[src/rtl/up16_run_monitor.sv]
// -----------------------------------------------------------------------------
// up16_run_monitor
//
// Run controller and trace monitor for the uP16 pipelined core. Holds the core
// in reset for RST_HOLD cycles, then lets it run while counting cycles. It stops
// the core when the fetch PC stays the same for HALT_CYC cycles (halt) or when
// TIMEOUT run cycles have elapsed. Every fetch of a new PC is logged into a
// circular trace buffer that can be read back, oldest entry first.
//
// Optional feature macro: UP16_MON_ALUFLAGS_EN
//   defined   -> alu_flags_seen is the sticky OR of EX_ALUstatus_d over RUN
//   undefined -> alu_flags_seen is tied to 4'b0000
//
// Ports
//   Clk            in   system clock, rising edge
//   Rst_n          in   asynchronous active-low reset
//   clear          in   synchronous restart: back to HOLD, counters/trace cleared
//   IF_currPC      in   core fetch PC
//   IF_inst_d      in   core fetched instruction
//   EX_ALUstatus_d in   core EX-stage ALU flags
//   trace_rd_addr  in   trace read index, 0 = oldest valid entry
//   core_rst       out  active-high reset to uP16_top
//   running        out  high while in RUN
//   halted         out  sticky: halt detected
//   timed_out      out  sticky: TIMEOUT reached
//   cycle_count    out  RUN cycles elapsed (saturating)
//   trace_count    out  valid trace entries, saturates at TRACE_DEPTH
//   trace_rd_data  out  {PC, inst} at trace_rd_addr, combinational, 0 if invalid
//   alu_flags_seen out  sticky OR of ALU flags (feature macro above)
// -----------------------------------------------------------------------------
module up16_run_monitor #(
  parameter int          PC_W        = 16,
  parameter int          INST_W      = 18,
  parameter int          RST_HOLD    = 4,
  parameter int          HALT_CYC    = 8,
  parameter int unsigned TIMEOUT     = 50000,
  parameter int          TRACE_DEPTH = 16,
  localparam int         AW          = $clog2(TRACE_DEPTH)
) (
  input  logic                   Clk,
  input  logic                   Rst_n,
  input  logic                   clear,
  input  logic [PC_W-1:0]        IF_currPC,
  input  logic [INST_W-1:0]      IF_inst_d,
  input  logic [3:0]             EX_ALUstatus_d,
  input  logic [AW-1:0]          trace_rd_addr,
  output logic                   core_rst,
  output logic                   running,
  output logic                   halted,
  output logic                   timed_out,
  output logic [31:0]            cycle_count,
  output logic [AW:0]            trace_count,
  output logic [PC_W+INST_W-1:0] trace_rd_data,
  output logic [3:0]             alu_flags_seen
);

  localparam int TW = PC_W + INST_W;
  localparam int HW = $clog2(RST_HOLD + 1);
  localparam int SW = $clog2(HALT_CYC);

  localparam logic [1:0] ST_HOLD    = 2'd0;
  localparam logic [1:0] ST_RUN     = 2'd1;
  localparam logic [1:0] ST_HALT    = 2'd2;
  localparam logic [1:0] ST_TIMEOUT = 2'd3;

  localparam logic [HW-1:0] HOLD_LAST  = HW'(RST_HOLD - 1);
  localparam logic [SW-1:0] HALT_LAST  = SW'(HALT_CYC - 1);
  localparam logic [31:0]   TMO_LAST   = 32'(TIMEOUT - 1);
  localparam logic [AW:0]   TRACE_FULL = (AW+1)'(TRACE_DEPTH);

  logic [1:0]      state_q,     state_d;
  logic            core_rst_q,  core_rst_d;
  logic [HW-1:0]   hold_cnt_q,  hold_cnt_d;
  logic [SW-1:0]   stable_q,    stable_d;
  logic [31:0]     cycle_cnt_q, cycle_cnt_d;
  logic            halted_q,    halted_d;
  logic            timed_out_q, timed_out_d;
  logic [PC_W-1:0] prev_pc_q,   prev_pc_d;
  logic [AW-1:0]   wr_ptr_q,    wr_ptr_d;
  logic [AW:0]     trace_cnt_q, trace_cnt_d;

  logic            trace_we;
  logic            pc_changed;
  logic [TW-1:0]   trace_mem [TRACE_DEPTH];

  // ---------------------------------------------------------------------------
  // Next-state logic
  // ---------------------------------------------------------------------------
  always_comb begin
    state_d     = state_q;
    core_rst_d  = core_rst_q;
    hold_cnt_d  = hold_cnt_q;
    stable_d    = stable_q;
    cycle_cnt_d = cycle_cnt_q;
    halted_d    = halted_q;
    timed_out_d = timed_out_q;
    prev_pc_d   = prev_pc_q;
    wr_ptr_d    = wr_ptr_q;
    trace_cnt_d = trace_cnt_q;
    trace_we    = 1'b0;
    // cycle_count is 0 only in the first RUN cycle, whose fetch is always new;
    // this keeps a stale prev_pc from an earlier run out of the comparison.
    pc_changed  = (cycle_cnt_q == '0) || (IF_currPC != prev_pc_q);

    case (state_q)
      ST_HOLD: begin
        if (hold_cnt_q == HOLD_LAST) begin
          state_d    = ST_RUN;
          core_rst_d = 1'b0;
          hold_cnt_d = '0;
        end else begin
          hold_cnt_d = hold_cnt_q + HW'(1);
        end
      end

      ST_RUN: begin
        prev_pc_d = IF_currPC;
        stable_d  = pc_changed ? '0 : stable_q + SW'(1);

        if (pc_changed) begin
          trace_we = 1'b1;
          wr_ptr_d = wr_ptr_q + AW'(1);
          if (trace_cnt_q != TRACE_FULL) trace_cnt_d = trace_cnt_q + (AW+1)'(1);
        end

        // Halt has priority over a same-cycle timeout. The cycle that ends the
        // run is not counted, so a timeout leaves cycle_count at TIMEOUT-1.
        if (stable_d == HALT_LAST) begin
          state_d    = ST_HALT;
          halted_d   = 1'b1;
          core_rst_d = 1'b1;
        end else if (cycle_cnt_q == TMO_LAST) begin
          state_d     = ST_TIMEOUT;
          timed_out_d = 1'b1;
          core_rst_d  = 1'b1;
        end else if (cycle_cnt_q != '1) begin
          cycle_cnt_d = cycle_cnt_q + 32'd1;
        end
      end

      default: ;  // HALT / TIMEOUT: everything frozen until clear or reset
    endcase

    // clear overrides whatever the run logic decided this cycle.
    if (clear) begin
      state_d     = ST_HOLD;
      core_rst_d  = 1'b1;
      hold_cnt_d  = '0;
      stable_d    = '0;
      cycle_cnt_d = '0;
      halted_d    = 1'b0;
      timed_out_d = 1'b0;
      wr_ptr_d    = '0;
      trace_cnt_d = '0;
      trace_we    = 1'b0;
    end
  end

  // ---------------------------------------------------------------------------
  // State registers
  // ---------------------------------------------------------------------------
  // NOTE: sequential state uses non-blocking assignments so every register
  // samples the pre-edge values computed above, independent of statement order.
  always_ff @(posedge Clk or negedge Rst_n) begin
    if (!Rst_n) begin
      state_q     <= ST_HOLD;
      core_rst_q  <= 1'b1;
      hold_cnt_q  <= '0;
      stable_q    <= '0;
      cycle_cnt_q <= '0;
      halted_q    <= 1'b0;
      timed_out_q <= 1'b0;
      prev_pc_q   <= '0;
      wr_ptr_q    <= '0;
      trace_cnt_q <= '0;
    end else begin
      state_q     <= state_d;
      core_rst_q  <= core_rst_d;
      hold_cnt_q  <= hold_cnt_d;
      stable_q    <= stable_d;
      cycle_cnt_q <= cycle_cnt_d;
      halted_q    <= halted_d;
      timed_out_q <= timed_out_d;
      prev_pc_q   <= prev_pc_d;
      wr_ptr_q    <= wr_ptr_d;
      trace_cnt_q <= trace_cnt_d;
    end
  end

  // NOTE: the trace storage has no reset; trace_count = 0 hides stale entries,
  // which lets the array map onto plain RAM.
  always_ff @(posedge Clk) begin
    if (trace_we) trace_mem[wr_ptr_q] <= {IF_currPC, IF_inst_d};
  end

  // ---------------------------------------------------------------------------
  // Trace read: index 0 is the oldest valid entry.
  // ---------------------------------------------------------------------------
  logic [AW-1:0] rd_idx;
  logic          rd_valid;

  assign rd_idx        = wr_ptr_q - trace_cnt_q[AW-1:0] + trace_rd_addr;
  assign rd_valid      = {1'b0, trace_rd_addr} < trace_cnt_q;
  assign trace_rd_data = rd_valid ? trace_mem[rd_idx] : '0;

  // ---------------------------------------------------------------------------
  // Outputs
  // ---------------------------------------------------------------------------
  assign core_rst    = core_rst_q;
  assign running     = (state_q == ST_RUN);
  assign halted      = halted_q;
  assign timed_out   = timed_out_q;
  assign cycle_count = cycle_cnt_q;
  assign trace_count = trace_cnt_q;

`ifdef UP16_MON_ALUFLAGS_EN
  logic [3:0] alu_flags_q;

  always_ff @(posedge Clk or negedge Rst_n) begin
    if (!Rst_n)                 alu_flags_q <= 4'b0;
    else if (clear)             alu_flags_q <= 4'b0;
    else if (state_q == ST_RUN) alu_flags_q <= alu_flags_q | EX_ALUstatus_d;
  end

  assign alu_flags_seen = alu_flags_q;
`else
  logic unused_alu_status;

  assign unused_alu_status = ^EX_ALUstatus_d;
  assign alu_flags_seen    = 4'b0;
`endif

endmodule

[config.mk]
export PLATFORM = sky130hd
export DESIGN_NAME = up16_run_monitor
export DESIGN_NICKNAME = d
export VERILOG_FILES = /design/src/rtl/up16_run_monitor.sv
export SDC_FILE = /design/constraint.sdc
export NUM_CORES = 1
export LEC_CHECK = 0
export ABC_AREA = 0
export ABC_CLOCK_PERIOD_IN_PS = 10500
export BUFFER_PORTS_ARGS = -buffer_cell sky130_fd_sc_hd__buf_4
export CAP_MARGIN = 20
export CORE_AREA = 2 2 270 192
export CTS_BUF_LIST = sky130_fd_sc_hd__clkbuf_4
export DETAILED_ROUTE_END_ITERATION = 7
export DIE_AREA = 0 0 272 194
export PLACE_DENSITY = 0.74
export SLEW_MARGIN = 10
export SYNTH_ARGS = -nofsm -noshare
export SYNTH_HDL_FRONTEND = slang
export SYNTH_SLANG_ARGS = --single-unit
export TNS_END_PERCENT = 100
[constraint.sdc]
create_clock -name Clk -period 10.5 [get_ports Clk]
set_input_delay 1.575 -clock Clk [delete_from_list [all_inputs] [get_ports Clk]]
set_output_delay 1.575 -clock Clk [all_outputs]
set_load 0.02 [all_outputs]
=== Word level (Yosys, flattened, before mapping) ===
Memories as Yosys holds them, arrays and structs flattened.
Cells that the tools add are included.

* Register bits: 68
* Latch bits: 0
* Memory bits (writable): 544
* ROM bits: 0
* Input port bits: 45
* Output and inout bits: 79
* Word-level logic and storage cells: 87
* Memories kept: 1

{| class="wikitable"
|+ Memory list
! memory !! depth !! width !! rd ports !! clocked after Yosys merged registers in !! wr ports !! line !! source
|-
| trace_mem || 16 || 34 || 1 || 0 || 1 || 84 || <nowiki>logic [TW-1:0] trace_mem [TRACE_DEPTH];</nowiki>
|}

* $add $sub $neg: 7
* Multiply operators: 0
* Div/mod/pow operators: 0
* $lt $le $gt $ge: 1
* Eq/ne operators: 11
* Shift operators: 0
* Muxes and demuxes: 40
* Bitwise gates (word level): 0
* Reductions and logical operators: 17

{| class="wikitable"
|+ Operators by type and width
! cell !! number
|-
| $mux 32 || 5
|-
| $mux 34 || 1
|-
| $add 32x1->32 const B || 1
|-
| $eq 32x16->1 const B || 1
|-
| $logic_not 32->1 || 1
|-
| $ne 32x32->1 const B || 1
|-
| $mux 5 || 4
|-
| $mux 3 || 6
|-
| $ne 16x16->1 || 1
|-
| $mux 1 || 15
|-
| $reduce_bool 2->1 || 7
|-
| $mux 4 || 3
|-
| $reduce_and 3->1 || 3
|-
| $mux 2 || 4
|-
| $add 3x1->3 const B || 2
|-
| $add 5x1->5 const B || 1
|-
| $lt 4x5->1 || 1
|-
| $ne 5x5->1 const B || 1
|-
| $add 4x1->4 const B || 1
|-
| $add 4x4->4 || 1
|-
| $ne 2x2->1 const B || 2
|-
| $ne 4x2->1 const B || 1
|-
| $pmux 2 s2 || 1
|-
| $reduce_and 2->1 || 2
|-
| 10 further kinds || 10
|}

=== Longest topological paths before layout ===
* Depth in word-level cells: 7
* Mapped depth: 12
* Mapped depth without buffers: 10

=== Worst setup path before layout ===
OpenSTA, ideal clock, no wires.

* Path kind: in2out
* Start point: input trace_rd_addr[1]
* End point: output trace_rd_data[27]
* Arrival time: 4.487 ns
* Data required time: 8.925 ns
* Setup slack: 4.438 ns
* Cell stages on the path: 10
* Path buffers: 3
* Cell sequence: inv_1 -> fa_1 -> inv_1 -> fa_1 -> clkbuf_1 -> clkbuf_1 -> clkbuf_1 -> mux4_2 -> mux2i_1 -> a211oi_1

* Longest elaborated chain between the ends: 3
* Elaborated cells on any way between the ends: 4
* Classes of those cells: add/sub: 1; order compare: 1; mux: 1; memory: 1

{| class="wikitable"
|+ RTL lines
! item !! line !! source
|-
| start, declared || 46 || <nowiki>input logic [AW-1:0] trace_rd_addr,</nowiki>
|-
| $add 4x4->4 || 202 || <nowiki>assign rd_idx = wr_ptr_q - trace_cnt_q[AW-1:0] + trace_rd_addr;</nowiki>
|-
| $mem_v2 16x34 || -- ||
|-
| $mux 34 (*) || 204 || <nowiki>assign trace_rd_data = rd_valid ? trace_mem[rd_idx] : '0;</nowiki>
|-
| end, declared || 53 || <nowiki>output logic [PC_W+INST_W-1:0] trace_rd_data,</nowiki>
|}

Mark *: on every way between the ends. The rest lies on a longest branch, timed or not.

=== Worst setup path after layout ===
* Start point: input trace_rd_addr[1]
* End point: output trace_rd_data[24]

Same word-level chain as after synthesis.

==> results.yml <==
floorplanning:
  die_w_um: 272
  rows: 69
  die_h_um: 194
  die_area_um2: 52800
  ios: 124
  core_um2: 50200
  start_util_pct: 49.4
power:
  switching_share_pct: 26.4
  peakVddDrop_v: 0.000147
  p_int_mw: 4.14
  pwr-share-seq_pct: 48.4
  power_leakage_nw: 9.72
  power_density_nw_per_um2: 199
  comb_power_share_pct: 18.2
  switching_power_mw: 1.48
  p_clk_share_pct: 33.4
placed_design:
  port_buffers: 115
  dpl.hpwl_mm: 27.8
  gp_congestion: 0.853
  placedCellCount: 2081
global_routing:
  grt-ovfl-total: 0
  gr-max-usage-layer: "met2"
  grt_use_met3_pct: 5.37
  grtUsageMet2_pct: 32.5
  grt_antenna_before_repair: 2
  grt_pass1_vias: 14000
  grtUsageTotal_pct: 20.7
  grt_pass1_wl_mm: 81.5
  met1_usage_pct: 28.5
  grt_max_degree: 121
logic_synthesis:
  synth_most_common_cell: "edfxtp_1"
  synthTopCellsByCount: "edfxtp_1 (544), mux4_2 (136), nand2_1 (86), a211oi_1 (69), dfrtp_1 (67)"
  ys.flop_type: "edfxtp_1"
  ys_warn_count: 0
  ys_seq_area_share_pct: 72.7
  ys_top_cells_by_area: "edfxtp_1 (66%), mux4_2 (12%), dfrtp_1 (6.8%)"
  synth_cell_types: 59
  synth-edff-count: 544
  ys_ff_latch: 612
  synthArstFlopShare_pct: 11.1
  avgSynthCellArea_um2: 18.5
  yosys.area.top_type: "edfxtp_1"
  synthCells: 1340
  syn-cell-area_um2: 24800
  yosysTopAreaCellShare_pct: 65.9
final_layout:
  seq_area_um2: 18000
  fin_cells: 2342
  n_fill_cell: 3748
  nets: 1621
  drive_above_1_share_pct: 32.3
  multi_input_area_um2: 6470
  syn_to_final_growth_pct: 14.1
route:
  ant_nets: 0
  first_pass_iters: 6
  drcViolationCount: 0
  routedWlPerCell_um: 22.8
  first_iter_violations: 1159
  routed_wl_mm: 53.3
  vias: 13500
  via_per_inst: 5.75
sta:
  rsz0062_at_grt: "no"
  worst_pin_slew_ps: 1100
  relSlewSlack_pct: 26.9
  slew_violations: 0
  finClkSkew_ps: 49.4
  fmax_mhz: 139
  fin_setup_tns_ps: 0
  fin_crit_sh_pct: 68.4
  min_period_ps: 7180
  final-setup-viol-count: 0
  finalHoldViolations: 0
  holdWs_ps: 500
setup_path:
  crit_path_frequent_cell: "buf_4"
  cp-end-kind: "primary output"
  cpMaxStageDelayCell: "buf_4"
  crit_fanout: 55
  cp_data_arrival_time_ps: 5610
  cp.required_ps: 8930
  crit_chain: "buf_4 -> inv_1 -> fa_1 -> inv_1 -> ha_1 -> a21o_1 -> a21oi_1 -> xnor2_2 -> buf_4 -> buf_4 -> mux2i_1 -> a211oi_1 -> buf_4"
  start_kind: "primary input"
  critPathKind: "primary input to primary output"
  slowest_delay_ps: 700
cts:
  cts_tree: "done"
  cts_setup_buffers: 0
  htreeDepth: 4
  hold_buffers: 0
  cts_buffers: 147
  clockBufferDepth: 3
  clk_pin_slew_worst_paths_ps: 60
  clock_sinks: 612
  cts.repair.resized: 0
  clk_latency_ps: 880
  cts.root.buffer_cell: "clkbuf_4"
worst_hold_path:
  hold_class: "flop to flop"
job:
  max_cap_viol_count: 0
outcome:
  status: "completed"
==> cell families (layout without fill, tap and decap cells) <==
group	after synthesis	count (layout)	synth area share, %
flip-flops	612	612	72.7
AND/OR/NAND/NOR	276	276	5.72
multiplexers	177	177	14.0
AO/OA/AOI/OAI	121	121	3.39
buffers and inverters	95	419	1.68
XOR/XNOR	38	38	1.34
adder cells (fa/ha/maj)	20	20	1.10
other	1	5	0.0151
==> cell type report <==
class	instances	share of cell area, %
flip-flops and latches	612	63.7
multi-input cells	636	22.8
clock buffers	216	5.73
repair buffers	137	3.68
well taps	674	2.98
clock inverters	44	0.734
inverters	22	0.292
diodes	1	0.00884
==> worst paths after layout <==
path	start	endpoint	slack (ps)	cells after the start
max	trace_rd_addr[1]	trace_rd_data[24]	3320	13
min	prev_pc_q[8]$_DFFE_PN0P_	prev_pc_q[8]$_DFFE_PN0P_	500	2
max reg2reg	state_q[1]$_DFFE_PN0P_	cycle_count[10]$_DFFE_PN0P_	6360	8
min reg2reg	prev_pc_q[8]$_DFFE_PN0P_	prev_pc_q[8]$_DFFE_PN0P_	500	2
max in group asynchronous	Rst_n	prev_pc_q[11]$_DFFE_PN0P_	9080	1
min in group asynchronous	Rst_n	cycle_count[31]$_DFFE_PN0P_	810	1
==> per-stage QoR <==
step / total power, mW / utilization (%) / cell area (µm²) / worst slack (ps)
after floorplan: 3.53 / - / 24800 / 4440
after global placement: 3.79 / 52.8 / 26500 / 3420
after detailed placement: 3.81 / 52.8 / 26500 / 3350
after CTS: 5.69 / 56.4 / 28300 / 3350
after global routing: 5.90 / 56.4 / 28300 / 3230
final: 5.62 / 56.4 / 28300 / 3320
==> flip-flops by register name, indices dropped and copies added (netlist names) <==
register / count
core_rst: 1
cycle_count: 32
halted: 1
hold_cnt_q: 3
prev_pc_q: 16
stable_q: 3
state_q: 2
timed_out: 1
trace_count: 5
trace_mem: 544
wr_ptr_q: 4
==> worst max-delay path, delay by kind of cell <==
| family | cells | cell delay (ps) |
|---|---|---|
| mux | 1 | 170 |
| fa+ha+maj | 2 | 810 |
| xor+xnor | 1 | 150 |
| compound gates | 3 | 1010 |
| buf+inv | 6 | 1820 |
==> routing by layer <==
layer / wire length, µm / up-vias / share of wire [%]
li1: - / 5903 / -
met4: 905 / 2 / 1.7
met2: 25700 / 567 / 48
met5: 16 / - / 0.030
met3: 4170 / 81 / 7.8
met1: 22500 / 6925 / 42
==> power groups by stage <==
stage	sequential [mW]	clock [mW]	combinational (mW)
floorplan	2.77	0	0.754
global placement	2.77	0	1.02
detailed placement	2.77	0	1.03
CTS	2.72	1.92	1.04
global route	2.73	2.06	1.11
finish	2.72	1.88	1.02
==> cell usage in the layout (no fill, tap or decap), types with 13 or more instances in the layout <==
master	synthesis	routed
edfxtp_1	544	544
clkbuf_4	0	216
mux4_2	136	136
buf_4	9	136
nand2_1	86	86
a211oi_1	69	69
dfrtp_1	67	67
nor2_1	43	42
mux2i_1	38	38
nor2b_1	38	38
clkinv_1	1	32
inv_1	20	20
a21oi_1	20	20
xor2_1	20	19
xnor2_1	18	17
nor4_1	16	16
nor3_1	25	16
ha_1	17	16
nand3_1	13	13
(Power assumes the default switching activity.)
